## src/rtl/muldiv_if.sv

```systemverilog
// Execute-stage request/response bundle between the operand muxes, the hazard
// logic and the iterative multiply/divide unit.
interface muldiv_if #(
  parameter int XLEN = 32
);
  logic            start;
  logic            flush;
  logic [2:0]      funct3;
  logic [XLEN-1:0] op_a;
  logic [XLEN-1:0] op_b;
  logic            busy;
  logic            done;
  logic [XLEN-1:0] result;

  modport master (
    output start, flush, funct3, op_a, op_b,
    input  busy, done, result
  );

  modport slave (
    input  start, flush, funct3, op_a, op_b,
    output busy, done, result
  );
endinterface

```

## src/rtl/muldiv_unit.sv

```systemverilog
// Iterative RV32M multiply/divide: shift-add multiply and restoring division on
// magnitudes, one bit per cycle, followed by a single sign-fixup cycle.
module muldiv_unit #(
  parameter int XLEN = 32
) (
  input  logic     clk,
  input  logic     reset,
  muldiv_if.slave  bus
);
  typedef enum logic [1:0] {IDLE, CALC, FIX, DONE} state_t;

  localparam logic [XLEN-1:0] MIN_NEG = {1'b1, {(XLEN-1){1'b0}}};

  state_t            state_q;
  logic [4:0]        cnt_q;
  logic [2:0]        f3_q;
  logic              sa_q, sb_q;
  logic [XLEN-1:0]   m_q;
  logic [2*XLEN-1:0] acc_q;
  logic [XLEN-1:0]   result_q;

  logic              a_sgn, b_sgn, neg_a, neg_b;
  logic [XLEN-1:0]   a_abs, b_abs;
  logic              div_zero, div_ovf;
  logic [XLEN-1:0]   special_res;

  logic [XLEN:0]     mul_sum, rem_sh, div_diff;
  logic [2*XLEN-1:0] acc_d;
  logic [2*XLEN-1:0] prod_fix;
  logic [XLEN-1:0]   quot_fix, rem_fix, result_d;

  // Operand decode for an incoming request
  always_comb begin
    a_sgn = 1'b0;
    b_sgn = 1'b0;
    case (bus.funct3)
      3'b000, 3'b001, 3'b100, 3'b110: begin a_sgn = 1'b1; b_sgn = 1'b1; end
      3'b010:                         a_sgn = 1'b1;
      default:                        ;
    endcase
    neg_a = a_sgn & bus.op_a[XLEN-1];
    neg_b = b_sgn & bus.op_b[XLEN-1];
    a_abs = neg_a ? -bus.op_a : bus.op_a;
    b_abs = neg_b ? -bus.op_b : bus.op_b;

    div_zero = bus.funct3[2] && (bus.op_b == '0);
    div_ovf  = bus.funct3[2] && !bus.funct3[0] &&
               (bus.op_a == MIN_NEG) && (bus.op_b == '1);
    if (div_zero)
      special_res = bus.funct3[1] ? bus.op_a : '1;
    else
      special_res = bus.funct3[1] ? '0 : MIN_NEG;
  end

  // One iteration: acc holds {partial product, multiplier} or {remainder, dividend/quotient}
  always_comb begin
    mul_sum  = {1'b0, acc_q[2*XLEN-1:XLEN]} + (acc_q[0] ? {1'b0, m_q} : '0);
    rem_sh   = {acc_q[2*XLEN-1:XLEN], acc_q[XLEN-1]};
    div_diff = rem_sh - {1'b0, m_q};
    if (f3_q[2]) begin
      if (div_diff[XLEN])
        acc_d = {rem_sh[XLEN-1:0], acc_q[XLEN-2:0], 1'b0};
      else
        acc_d = {div_diff[XLEN-1:0], acc_q[XLEN-2:0], 1'b1};
    end else begin
      acc_d = {mul_sum, acc_q[XLEN-1:1]};
    end
  end

  always_comb begin
    prod_fix = (sa_q ^ sb_q) ? -acc_q : acc_q;
    quot_fix = (sa_q ^ sb_q) ? -acc_q[XLEN-1:0] : acc_q[XLEN-1:0];
    rem_fix  = sa_q ? -acc_q[2*XLEN-1:XLEN] : acc_q[2*XLEN-1:XLEN];
    case (f3_q)
      3'b000:                 result_d = prod_fix[XLEN-1:0];
      3'b001, 3'b010, 3'b011: result_d = prod_fix[2*XLEN-1:XLEN];
      3'b100, 3'b101:         result_d = quot_fix;
      default:                result_d = rem_fix;
    endcase
  end

  always_ff @(posedge clk or posedge reset) begin
    if (reset) begin
      state_q  <= IDLE;
      cnt_q    <= '0;
      f3_q     <= '0;
      sa_q     <= 1'b0;
      sb_q     <= 1'b0;
      m_q      <= '0;
      acc_q    <= '0;
      result_q <= '0;
    end else if (bus.flush) begin
      state_q <= IDLE;
      cnt_q   <= '0;
    end else begin
      case (state_q)
        IDLE, DONE: begin
          if (bus.start) begin
            f3_q <= bus.funct3;
            sa_q <= neg_a;
            sb_q <= neg_b;
            if (div_zero || div_ovf) begin
              result_q <= special_res;
              state_q  <= DONE;
            end else begin
              // Multiply iterates on |b| with |a| as multiplicand; divide on |a| by |b|
              m_q     <= bus.funct3[2] ? b_abs : a_abs;
              acc_q   <= {{XLEN{1'b0}}, bus.funct3[2] ? a_abs : b_abs};
              cnt_q   <= '0;
              state_q <= CALC;
            end
          end else begin
            state_q <= IDLE;
          end
        end
        CALC: begin
          acc_q <= acc_d;
          cnt_q <= cnt_q + 5'd1;
          if (cnt_q == 5'd31)
            state_q <= FIX;
        end
        FIX: begin
          result_q <= result_d;
          state_q  <= DONE;
        end
        default: state_q <= IDLE;
      endcase
    end
  end

  assign bus.busy   = (state_q == CALC) || (state_q == FIX);
  assign bus.done   = (state_q == DONE);
  assign bus.result = result_q;
endmodule
```

## src/flat_wrapper.sv

```systemverilog
// flat-port wrapper written by rule: the top's interface ports become plain ports
module muldiv_unit_flat 
#(
  parameter int XLEN = 32
)
  (clk, reset, bus_start, bus_flush, bus_funct3, bus_op_a, bus_op_b, bus_busy, bus_done, bus_result);
  muldiv_if #(.XLEN(XLEN)) bus_i ();
  input  logic clk;
  input  logic reset;
  input wire logic [$bits(bus_i.start)-1:0] bus_start;
  input wire logic [$bits(bus_i.flush)-1:0] bus_flush;
  input wire logic [$bits(bus_i.funct3)-1:0] bus_funct3;
  input wire logic [$bits(bus_i.op_a)-1:0] bus_op_a;
  input wire logic [$bits(bus_i.op_b)-1:0] bus_op_b;
  output wire logic [$bits(bus_i.busy)-1:0] bus_busy;
  output wire logic [$bits(bus_i.done)-1:0] bus_done;
  output wire logic [$bits(bus_i.result)-1:0] bus_result;
  assign bus_i.start = bus_start;
  assign bus_i.flush = bus_flush;
  assign bus_i.funct3 = bus_funct3;
  assign bus_i.op_a = bus_op_a;
  assign bus_i.op_b = bus_op_b;
  assign bus_busy = bus_i.busy;
  assign bus_done = bus_i.done;
  assign bus_result = bus_i.result;
  muldiv_unit #(.XLEN(XLEN)) u_core (.clk(clk), .reset(reset), .bus(bus_i));
endmodule
```

## config.mk

```make
export PLATFORM = sky130hd
export DESIGN_NAME = muldiv_unit_flat
export DESIGN_NICKNAME = d
export VERILOG_FILES = /design/src/rtl/muldiv_if.sv /design/src/rtl/muldiv_unit.sv /design/src/flat_wrapper.sv
export SDC_FILE = /design/constraint.sdc
export NUM_CORES = 1
export LEC_CHECK = 0
export ABC_AREA = 1
export BUFFER_PORTS_ARGS = -buffer_cell sky130_fd_sc_hd__buf_2
export CAP_MARGIN = 10
export CORE_ASPECT_RATIO = 1.25
export CORE_MARGIN = 2
export CORE_UTILIZATION = 30
export DETAILED_ROUTE_END_ITERATION = 7
export HOLD_SLACK_MARGIN = 0.03
export PLACE_DENSITY = 0.48
export SYNTH_ARGS = -nofsm -noshare
export SYNTH_HDL_FRONTEND = slang
export SYNTH_SLANG_ARGS = --single-unit
```

## constraint.sdc

```tcl
create_clock -name clk -period 4.7 [get_ports clk]
set_input_delay 0.705 -clock clk [delete_from_list [all_inputs] [get_ports clk]]
set_output_delay 0.705 -clock clk [all_outputs]
set_load 0.02 [all_outputs]
```

==> impl_metrics.csv, run 1 <==
group,metric,value,unit
status,status,"finished clean",
clock_network,cts_hold_buf,0,
clock_network,clock-sinks,140,
synthesis,synth_edf_count,0,
finish,synthToLayoutAreaGrowth,9.40,%
power_and_ir_drop,peakVddDrop,0.366,mV
synthesis,synth_cell_types,52,
finish,nFillCells,7478,
setup_path,crit_type,"flip-flop to flip-flop",
floorplan,die_h,285,um
clock_network,cts_inserted_buffers,17,
synthesis,netlist_area,19000,um2
synthesis,avgSynthCellArea,5.53,um2
clock_network,root_buffer,"clkbuf_16",
setup_path,critPathArrivalTime,3680,ps
route,wl,92000,um
route,drt_iter0_drc,1842,
synthesis,yosysWarnings,0,
synthesis,ys_ff_latch,140,
finish,drive_above_1_share,0.0905,
clock_network,cts_tree,"done",
clock_network,htreeDepth,4,
sta,rsz0062_at_grt,"no",
route,postRouteAntennaNets,0,
floorplan,rows,103,
placed_design,place_hpwl,75400,um
sta,fin_ws,1430,ps
route,vias,22500,
clock_network,clk_latency,490,ps
flow_run,maxCapViolCount,0,
clock_network,postCtsSetupBuffers,0,
power_and_ir_drop,p_leak,0.0108,uW
clock_network,post_cts_resized,0,
sta,fmax,0.306,GHz
route,vias_per_cell,5.19,
synthesis,ys.flop_type,"dfrtp_1",
sta,hold_violations,0,
grt,grtUsageMet1,0.316,
floorplan,initial_core_util,0.302,
min_path,min_path_type,"input port to asynchronous set/reset pin",
sta,fin_crit_sh,0.695,
grt,gr-usage-met2,0.491,
floorplan,dieArea,65400,um2
grt,busiest_layer,"met2",
sta,hold_ws,180,ps
sta,relSlewSlack,0.344,
grt,grt-ovfl-total,0,
route,route.detailed.drc,0,
placed_design,gp_congestion,0.992,
finish,final_nets,3624,
clock_network,cts.path.max_buffers,2,
floorplan,ios,105,
grt,groute.usage.overall,0.279,
setup_path,reg2regPathDepth,13,
placed_design,place_ws,1150,ps
power_and_ir_drop,power_density,749,nW/um2
clock_network,clk_pin_slew,70,ps
synthesis,synth_nets,3583,
floorplan,coreArea,62900,um2
synthesis,ys_async_sr_fraction,1.00,
setup_path,end_kind,"flip-flop",
sta,setup_viol,0,
grt,grtUsageMet3,0.0317,
grt,grt_pass1_vias,21100,
grt,antenna_found_initial,0,
sta,slew_violations,0,
placed_design,port_buffers,104,
sta,min_period,3270,ps
route,drt-pass1-iter-count,8,
sta,tns,0,ps
setup_path,startpoint_type,"flip-flop",
setup_path,cp_max_fo,52,
grt,grt_pass1_wl,135000,um
finish,diodes,0,
sta,worstMarginPinSlew,984,ps
floorplan,die_w,229,um
sta,fin_worst_skew,17.4,ps
grt,grt_max_degree,108,
setup_path,critical_path_required,5110,ps
route,wire_per_inst,21.3,um
synthesis,synthCells,3436,
synthesis,seq_area_frac_synth,0.184,
[critical path, stage by stage, from the launching register on]
cell and delay [ps]:
dfrtp_2 1000, inv_1 160, o21ai_2 260, inv_1 140, nor2_2 100, buf_4 290
inv_1 220, a21oi_1 140, o21ai_0 260, o21ai_0 170, inv_1 60, nand2_1 140
nand2_1 90, a21oi_1 140
[synthesized netlist by cell type, drive strengths merged (8+ instances only)]
cell / n / share of area
nor2: 489 / 0.10
o211ai: 10 / 0.0039
or2: 14 / 0.0046
o21ai: 223 / 0.063
nand2: 1175 / 0.24
nor3: 26 / 0.0074
dfrtp: 140 / 0.18
ha: 74 / 0.049
inv: 441 / 0.087
nand4: 46 / 0.015
clkbuf: 51 / 0.010
xnor2: 8 / 0.0037
nand3: 386 / 0.11
a21oi: 193 / 0.054
xor2: 40 / 0.018
buf: 56 / 0.021
nand3b: 18 / 0.0071
[registers in the layout, summed over array words and instances (netlist names)]
| name | cells |
|---|---|
| u_core.acc_q | 64 |
| u_core.cnt_q | 5 |
| u_core.bus.result | 32 |
| u_core.sa_q | 1 |
| u_core.m_q | 32 |
| u_core.f3_q | 3 |
| u_core.sb_q | 1 |
| u_core.state_q | 2 |
[cell families (layout without fill, tap and decap cells)]
family,Yosys count,count (layout),synth area share
and+or+nand+nor,2167,2167,0.493
adders and majority gates,76,76,0.0508
buffers and inverters,552,606,0.119
DFF,140,140,0.184
AOI/OAI and AO/OA,453,453,0.131
xor gates and xnor gates,48,48,0.0221
[stage by stage]
step           total power, uW  cells  utilization  cell area (um2)
2_1_floorplan            10200   3436            -            19000
3_3_place_gp             14000   4298        0.322            20200
3_5_place_dp             14000   4298        0.322            20200
4_1_cts                  15400   4330        0.331            20800
5_1_grt                  16800   4330        0.331            20800
6_report                 15600   4330        0.331            20800
[power breakdown]
| part | internal (uW) | total [uW] | switching (uW) |
|---|---|---|---|
| clock network | 752 | 1400 | 647 |
| registers | 1730 | 2670 | 942 |
| logic | 3300 | 11500 | 8210 |
[cell type report]
| cell class | instances | area (um2) | area share |
|---|---|---|---|
| Clock buffer | 19 | 443 | 0.0213 |
| Clock inverter | 13 | 133 | 0.00638 |
| Inverter | 445 | 1680 | 0.0807 |
| Multi-Input combinational cell | 2744 | 13200 | 0.637 |
| Sequential cell | 140 | 3500 | 0.169 |
| Tap cell | 840 | 1050 | 0.0505 |
| Timing Repair Buffer | 129 | 746 | 0.0359 |
[layer usage]
layer | vias to the layer above | wire length (um)
li1 | 11000 | -
met1 | 10500 | 35800
met2 | 738 | 45300
met3 | 225 | 4190
met4 | 0 | 6770
met5 | - | 0
[layout by cell type (no fill, tap or decap), types with 22 or more instances in the layout]
cell,instances
nand2_2,24
nand2_1,1143
nor2_1,459
nand3_2,27
nand4_1,45
buf_2,104
ha_1,74
o21ai_0,182
o21ai_2,23
inv_1,428
nand3_1,355
a21oi_1,181
nor3_1,25
nor2_2,22
dfrtp_1,139
xor2_1,40
buf_4,22
[path summary, 6_finish.rpt]
check	from	end	slack, ps
max in group asynchronous	reset	u_core.acc_q[41]	3550
worst max register to register	u_core.f3_q[2]	u_core.bus.result[13]	1430
worst max-delay path	u_core.f3_q[2]	u_core.bus.result[13]	1430
worst min register to register	u_core.cnt_q[4]	u_core.cnt_q[4]	490
min in group clk	u_core.cnt_q[4]	u_core.cnt_q[4]	490
worst min-delay path	reset	u_core.bus.result[16]	180
Power figures use the tool's default switching activity.
==> run 2: changes to the inputs <==
Settings changed: PLACE_DENSITY 0.48 to 0.46.
Clock period 4.7 ns to 3.2 ns, I/O delays scaled along.
==> run 2 against run 1 <==
Net effect:
- count of clock-buffer cells in the layout fell by 2
- via count is 0.45% lower
- worst hold slack got worse by 82 ps
- routed wire length grew 3.4%
- global-route usage is 0.97 points higher
- clock power increased by 45%
- register-to-register slack worse by 1100 ps
- largest cell class unchanged
- highest routed layer unchanged
==> impl_metrics.csv, run 2 (synthesized netlist as in run 1, its figures left out) <==
group,metric,value,unit
setup_path,worst-path-buf-inv,2,
grt,busiest_layer,"met2",
sta,setup_viol,0,
grt,groute.usage.overall,0.288,
finish,synthToLayoutAreaGrowth,12.1,%
floorplan,initial_core_util,0.302,
route,route.detailed.drc,0,
setup_path,reg2reg_from,"u_core.acc_q[31]",
status,status,"finished clean",
sta,worstMarginPinSlew,839,ps
clock_network,cts.path.max_buffers,2,
finish,final_cells,4395,
placed_design,place_ws,313,ps
sta,fin_worst_skew,10.9,ps
clock_network,cts_inserted_buffers,17,
floorplan,die_w,229,um
grt,gr-usage-met2,0.522,
finish,final_nets,3689,
clock_network,root_buffer,"clkbuf_16",
sta,fin_crit_sh,0.903,
setup_path,critPathMaxStageDelay,450,ps
clock_network,postCtsSetupBuffers,0,
setup_path,crit_type,"flip-flop to flip-flop",
sta,fin_ws,312,ps
grt,grtUsageMet1,0.326,
power_and_ir_drop,power_density,1100,nW/um2
placed_design,place_hpwl,80100,um
setup_path,cp_max_fo,33,
grt,grt-ovfl-total,0,
grt,grt_pass1_vias,21700,
grt,grt_max_degree,71,
min_path,min_path_type,"input port to asynchronous set/reset pin",
route,drt-pass1-iter-count,6,
sta,tns,0,ps
sta,hold_violations,0,
setup_path,path_cells,"inv_1 > ha_1 > fa_1 > inv_1 > nand2_1 > nand2_1 > nand3_1 > nand2_2 > nand2_2 > nand2_4 > nand2_4 > nand3_4 > nand2_8 > nor2_2 > nand2_1 > nand2_1 > nand2_1",
clock_network,clock-sinks,140,
setup_path,r2r_setup_slack,310,ps
power_and_ir_drop,swShare,0.626,
sta,min_period,2890,ps
clock_network,clk_pin_slew,70,ps
setup_path,critPathTopFamily,"simple AND/OR/NAND/NOR gates",
finish,largest_reg_flops,64,
finish,diodes,0,
clock_network,post_cts_resized,0,
setup_path,timing.critical_path.mode_cell,"nand2_1",
finish,final_cell_mix,"nand2_1 (1143), nor2_1 (459), inv_1 (428), nand3_1 (355), o21ai_0 (182)",
placed_design,port_buffers,104,
sta,relSlewSlack,0.441,
power_and_ir_drop,clkPwrFrac,0.087,
floorplan,ios,105,
power_and_ir_drop,p_int,8730,uW
route,postRouteAntennaNets,0,
clock_network,clk_latency,480,ps
clock_network,cts_tree,"done",
power_and_ir_drop,p_leak,0.0111,uW
finish,layout_commonest_cell,"nand2_1",
power_and_ir_drop,seq_power_share,0.155,
setup_path,timing.rr.end,"u_core.acc_q[42]",
placed_design,gp_congestion,0.991,
flow_run,maxCapViolCount,0,
clock_network,cts_hold_buf,0,
grt,antenna_found_initial,1,
sta,fmax,0.346,GHz
setup_path,end_kind,"flip-flop",
setup_path,critical_path_required,3570,ps
finish,largest_register,"u_core.acc_q",
power_and_ir_drop,peakVddDrop,0.577,mV
grt,grtUsageMet3,0.0304,
route,drt_iter0_drc,1811,
finish,drive_above_1_share,0.107,
grt,grt_pass1_wl,140000,um
power_and_ir_drop,power.switching,14600,uW
setup_path,critPathArrivalTime,3260,ps
setup_path,reg2regPathDepth,17,
route,vias_per_cell,5.10,
route,vias,22400,
floorplan,die_h,285,um
setup_path,cp_slowest_cell,"fa_1",
placed_design,place_inst,4363,
route,wl,95200,um
floorplan,coreArea,62900,um2
route,wire_per_inst,21.7,um
floorplan,rows,103,
power_and_ir_drop,p_comb_frac,0.758,
floorplan,dieArea,65400,um2
power_and_ir_drop,power,23400,uW
sta,slew_violations,0,
clock_network,htreeDepth,4,
sta,rsz0062_at_grt,"no",
setup_path,startpoint_type,"flip-flop",
## run 2: metrics by stage
step | cell area, um2 | hold WS, ps | util
finish | 21300 | 97.2 | 0.339
global route | 21300 | 136 | 0.339
CTS | 21300 | 108 | 0.339
detailed placement | 20700 | 468 | 0.330
global placement | 20700 | 464 | 0.330
floorplan | 19000 | 448 | -
## run 2: per-layer routing
metal,share of wire,vias to the layer above
met5,0,-
met1,0.39,10400
met2,0.50,656
met4,0.068,0
met3,0.039,212
li1,-,11200
## run 2: worst register-to-register path, cell delays in order (launching register included)
cell     delay [ps]
dfrtp_1         350
inv_1           100
ha_1            250
fa_1            450
inv_1           140
nand2_1          90
nand2_1          80
nand3_1          80
nand2_2         100
nand2_2          70
nand2_4          80
nand2_4          70
nand3_4         140
nand2_8         230
nor2_2          270
nand2_1         120
nand2_1          90
nand2_1          50
## run 2: layout make-up
class                      instances  area, um2
clock buffer                      17        425
sequential                       140       3500
fill                            7477      41600
inverter                         445       1680
multi-input combinational       2744      13200
tap                              840       1050
clock inverter                    15        153
timing repair buffer             194       1260
## run 2: worst max-delay path by stage
stage / startpoint / to / slack [ps] / depth (start not counted)
2_1_floorplan: u_core.acc_q[0] / u_core.acc_q[61] / 620 / 17
3_3_place_gp: u_core.acc_q[31] / u_core.acc_q[39] / 330 / 17
3_5_place_dp: u_core.acc_q[31] / u_core.acc_q[39] / 310 / 17
4_1_cts: u_core.acc_q[31] / u_core.acc_q[39] / 290 / 17
5_1_grt: u_core.acc_q[31] / u_core.acc_q[39] / 80 / 17
6_report: u_core.acc_q[31] / u_core.acc_q[42] / 310 / 17
## run 2: power groups by stage
stage | Sequential [uW] | Combinational, uW | Clock [uW]
finish | 3630 | 17700 | 2030
global route | 3670 | 19500 | 2120
CTS | 3620 | 17600 | 2050
detailed placement | 3640 | 17500 | 0
global placement | 3660 | 17600 | 0
floorplan | 3410 | 11600 | 0
